==> config.mk <==
export PLATFORM = sky130hd
export DESIGN_NAME = if_stage
export DESIGN_NICKNAME = d
export VERILOG_FILES = /design/src/rtl/if_stage.sv
export SDC_FILE = /design/constraint.sdc
export NUM_CORES = 1
export LEC_CHECK = 0
export ABC_AREA = 0
export ABC_CLOCK_PERIOD_IN_PS = 2500
export BUFFER_PORTS_ARGS = -buffer_cell sky130_fd_sc_hd__buf_2
export CAP_MARGIN = 20
export CORE_MARGIN = 3
export CORE_UTILIZATION = 30
export CTS_CLUSTER_SIZE = 40
export DETAILED_ROUTE_END_ITERATION = 12
export PLACE_DENSITY_LB_ADDON = 0.15
export SLEW_MARGIN = 40
export SYNTH_ARGS = -nofsm -noshare
export SYNTH_HDL_FRONTEND = slang
export SYNTH_SLANG_ARGS = --single-unit
==> constraint.sdc <==
create_clock -name CLOCK -period 2.5 [get_ports CLOCK]
set_clock_uncertainty 0.05 [all_clocks]
set_input_delay 0.25 -clock CLOCK [delete_from_list [all_inputs] [get_ports CLOCK]]
set_output_delay 0.25 -clock CLOCK [all_outputs]
set_load 0.03 [all_outputs]
==> src/rtl/if_stage.sv <==
// Instruction fetch stage: drives a single-beat instruction memory port and feeds the IF/ID register.
// A one-entry skid buffer keeps a word that completes while IF/ID is stalled.
module if_stage #(
  parameter logic [31:0] RESET_PC  = 32'h00000000,
  parameter logic [31:0] NOP_INSTR = 32'h00000000
) (
  input  logic        CLOCK,
  input  logic        RESET_N,
  input  logic        Stall_In,
  input  logic        Branch_Taken_In,
  input  logic [31:0] Branch_Target_In,
  output logic        IMem_Req_Out,
  output logic [31:0] IMem_Addr_Out,
  input  logic        IMem_Ready_In,
  input  logic [31:0] IMem_Data_In,
  output logic [31:0] Instruction_Out,
  output logic [31:0] PCPlus4_Out,
  output logic        Valid_Out,
  output logic [31:0] Fetch_Count_Out
);

  typedef enum logic {FETCH, HOLD} state_t;

  state_t      state_reg;
  logic [31:0] pc_reg;
  logic [31:0] skid_instr_reg;
  logic [31:0] skid_pc4_reg;
  logic [31:0] instr_reg;
  logic [31:0] pc4_reg;
  logic [31:0] count_reg;
  logic        valid_reg;
  logic        armed_reg;

  logic [31:0] pc_plus4;
  logic        xfer_done;

  assign pc_plus4 = pc_reg + 32'd4;

  // armed_reg keeps the request low until the first edge after reset release;
  // a redirect in flight suppresses the request combinationally.
  assign IMem_Req_Out  = armed_reg && (state_reg == FETCH) && !Branch_Taken_In;
  assign IMem_Addr_Out = pc_reg;
  assign xfer_done     = IMem_Req_Out && IMem_Ready_In;

  assign Instruction_Out = instr_reg;
  assign PCPlus4_Out     = pc4_reg;
  assign Valid_Out       = valid_reg;
  assign Fetch_Count_Out = count_reg;

  always_ff @(posedge CLOCK or negedge RESET_N) begin
    if (!RESET_N) begin
      state_reg      <= FETCH;
      pc_reg         <= RESET_PC;
      skid_instr_reg <= 32'd0;
      skid_pc4_reg   <= 32'd0;
      instr_reg      <= NOP_INSTR;
      pc4_reg        <= 32'd0;
      count_reg      <= 32'd0;
      valid_reg      <= 1'b0;
      armed_reg      <= 1'b0;
    end else begin
      armed_reg <= 1'b1;
      if (Branch_Taken_In) begin
        // Flush wins over stall, completion and any buffered word.
        pc_reg         <= Branch_Target_In & ~32'd3;
        skid_instr_reg <= 32'd0;
        skid_pc4_reg   <= 32'd0;
        instr_reg      <= NOP_INSTR;
        valid_reg      <= 1'b0;
        state_reg      <= FETCH;
      end else begin
        case (state_reg)
          FETCH: begin
            if (Stall_In) begin
              if (xfer_done) begin
                skid_instr_reg <= IMem_Data_In;
                skid_pc4_reg   <= pc_plus4;
                pc_reg         <= pc_plus4;
                state_reg      <= HOLD;
              end
            end else if (xfer_done) begin
              instr_reg <= IMem_Data_In;
              pc4_reg   <= pc_plus4;
              valid_reg <= 1'b1;
              pc_reg    <= pc_plus4;
              count_reg <= count_reg + 32'd1;
            end else begin
              instr_reg <= NOP_INSTR;
              valid_reg <= 1'b0;
            end
          end
          HOLD: begin
            if (!Stall_In) begin
              instr_reg <= skid_instr_reg;
              pc4_reg   <= skid_pc4_reg;
              valid_reg <= 1'b1;
              count_reg <= count_reg + 32'd1;
              state_reg <= FETCH;
            end
          end
          default: state_reg <= FETCH;
        endcase
      end
    end
  end

endmodule

==> summary.txt <==
XOR/XNOR Fraction of Synth Area -> 8.02%
CTS root buf -> clkbuf_16
Area Growth Syn to Fin -> 28.7%
die width -> 180 microns
layout cells sized above 1 -> 23.6%
Longest Clk Path Bufs -> 2
cell type with the largest total area after synthesis -> dfrtp_1
initial antenna violation count -> 0
global-route wire length before repair -> 44,300 microns
largest net degree at the start of global routing -> 89
GR Util All Layers -> 17.0%
Total Nets Final -> 1,245
proportion of synthesized area in mux cells -> 0.953%
CP arrival -> 2550 ps
diode count -> 0
Synth area leaders -> dfrtp_1 (53%), nand2_1 (6.9%), o21ai_0 (4.4%)
R2R setup slack -> 280 ps
Max transition margin -> 58.0%
Crit. End Element -> flop
Iter 0 DRT Violations -> 413
Setup CP Type -> reg2reg
Leak -> 5.37 nW
total CTS buffers -> 17
Via Count -> 7,655
Slew @ Worst Pin -> 631 ps
DRT Wirelength -> 27,600 microns
worst hold start -> Branch_Target_In[18]
setup slack after layout -> 277 ps
number of port buffers -> 194
Peak Freq -> 450 MHz
drt drc -> 0
Final Hold Viols -> 0
hpwl dp -> 18,600 microns
sequential share of the synthesized area -> 52.7%
Initial Utilization -> 31.0%
die area -> 32,300 sq um
final-report setup violation count -> 0
final critical-path share of the clock period -> 88.9%
status -> completed
Critical Path Fanout Max -> 11
reg2reg path depth -> 6
RSZ-0062 raised after global routing -> false
cell family with most CP delay -> simple AND/OR/NAND/NOR gates
top cell type's share of synthesized area -> 52.7%
number of synthesized register bits -> 191
ANT nets after route -> 0
worst path bufs/invs -> 0
GRT overflow -> 0
gpl congestion -> 0.795
synthesized-area fraction occupied by adder cells -> 0.276%
YS warnings -> 0
PwrDens -> 684 nW/um^2
Design Power -> 7.98 mW
cell with the most instances after synthesis -> dfrtp_1
drt pass-1 iters -> 7
Mapped Avg Cell Area -> 9.59 sq um
largest family of logic cells by synthesized area -> simple AND/OR/NAND/NOR gates
Worst Setup Start Kind -> flop
CTS tree -> done
post-synth cell types -> 44
max incr delay on CP -> 590 ps
Clk Latency, worst-skew pair -> 440 ps
Post-synth top cells -> dfrtp_1 (191), nand2_1 (167), o21ai_0 (80)
number of flops mapped to enable cells by yosys -> 0
mapped cell area -> 9060 sq um
dpl ws -> 291 ps
Compound-Gate Fraction of Synth Area -> 12.1%
H-tree level count -> 4
Tmin final -> 2220 ps
Mapped Cells -> 945
Chip Height -> 180 microns
FFs w/ async S/R, synth -> 100%
I/O pin count -> 199
Simple-Gate Fraction of Synth Area -> 21.9%
reg2reg start -> IMem_Addr_Out[3]
WHS Endpoint -> IMem_Addr_Out[18]
routed vias/inst -> 4.87
TNS Setup -> 0 ps
CP Cell Sequence -> ha_1, and3_1, nand4_4, or4_1, a31oi_1, mux2_2
Req. time, crit path -> 2820 ps
number of global-route vias before repair -> 7,454
Hold Path Stages -> 3
fin. max-slew vios -> 0
Fillers -> 3,003
Worst-path clk slew -> 80 ps
hold crit path type -> in2reg
MaxCap Viol Count -> 0
slowest CP cell -> or4_1
Most used DFF post-synth -> dfrtp_1
core box area -> 29,200 sq um
Std-Cell Rows -> 62
Sink Count -> 191
worst vdd ir -> 0.000432 V
DR WL/cell -> 17.6 microns
RR Endpoint -> PCPlus4_Out[28]
## how the worst max path moves through the flow
stage                           end  slack [ps]        startpoint  cells after the start
floorplan           PCPlus4_Out[30]         300  IMem_Addr_Out[2]                      8
global placement    PCPlus4_Out[28]         330  IMem_Addr_Out[3]                      6
detailed placement  PCPlus4_Out[28]         290  IMem_Addr_Out[3]                      6
CTS                 PCPlus4_Out[28]         260  IMem_Addr_Out[3]                      6
global route        PCPlus4_Out[28]          90  IMem_Addr_Out[3]                      6
finish              PCPlus4_Out[28]         280  IMem_Addr_Out[3]                      6
## report_power, final
part | switching (mW) | internal [mW]
Combinational | 1.07 | 0.514
Sequential | 0.225 | 3.34
Clock | 1.39 | 1.43
## cell usage in the layout (no fill, tap or decap), types with 17 or more instances in the layout
cell type,n
buf_4,29
xnor2_1,43
a21oi_1,52
nor2b_1,33
clkbuf_16,17
nor2_1,29
a221oi_1,32
xor2_1,40
o21ai_0,80
dlygate4sd3_1,54
and3_1,21
nand4_1,17
dfrtp_1,190
nand2_1,167
buf_2,192
nand3_1,29
nor3_1,44
## final cells by class
type                            count  area (sq um)  area share [%]
Sequential cell                   191          4780            41.0
Multi-Input combinational cell    672          3930            33.7
Timing Repair Buffer              281          1820            15.6
Tap cell                          384           480            4.12
Clock buffer                       17           425            3.65
Clock inverter                     15           175            1.50
Inverter                           11          41.3           0.354
## cell families after synthesis
group | count (synthesis)
flops | 191
mux | 8
xor+xnor | 83
other cells | 2
compound gates | 185
simple gates | 391
fa+ha+maj | 2
buf+inv | 83
## per-layer routing
layer	vias up	global-route usage [%]	wire length, microns
met5	-	0	0
met4	0	3.56	310
met3	20	3.44	1210
met2	192	25.5	12400
met1	3722	25.3	13700
li1	3721	-	-
## per-stage QoR
| stage | cell area [sq um] | cells | util, % | hold WS, ps |
|---|---|---|---|---|
| floorplan | 9060 | 946 | - | -95.6 |
| global placement | 10500 | 1485 | 36.0 | 191 |
| detailed placement | 10500 | 1485 | 36.0 | 186 |
| CTS | 11600 | 1570 | 39.8 | 0.343 |
| global route | 11700 | 1571 | 39.9 | 1.45 |
| finish | 11700 | 1571 | 39.9 | 5.16 |
## repair_timing
item | 4_1_cts | 5_1_grt
setup buffers | 0 | 0
gates resized for setup | 0 | 0
endpoints found under the hold margin | 97 | 1
hold buffers | 53 | 1
## tightest hold or removal path, delay by kind of cell
kind / cells / cell delay, ps
AND/OR/NAND/NOR: 1 / 60
AO/OA/AOI/OAI: 1 / 70
buffers and inverters: 1 / 80
No activity file was read; power rests on OpenSTA's default activity.
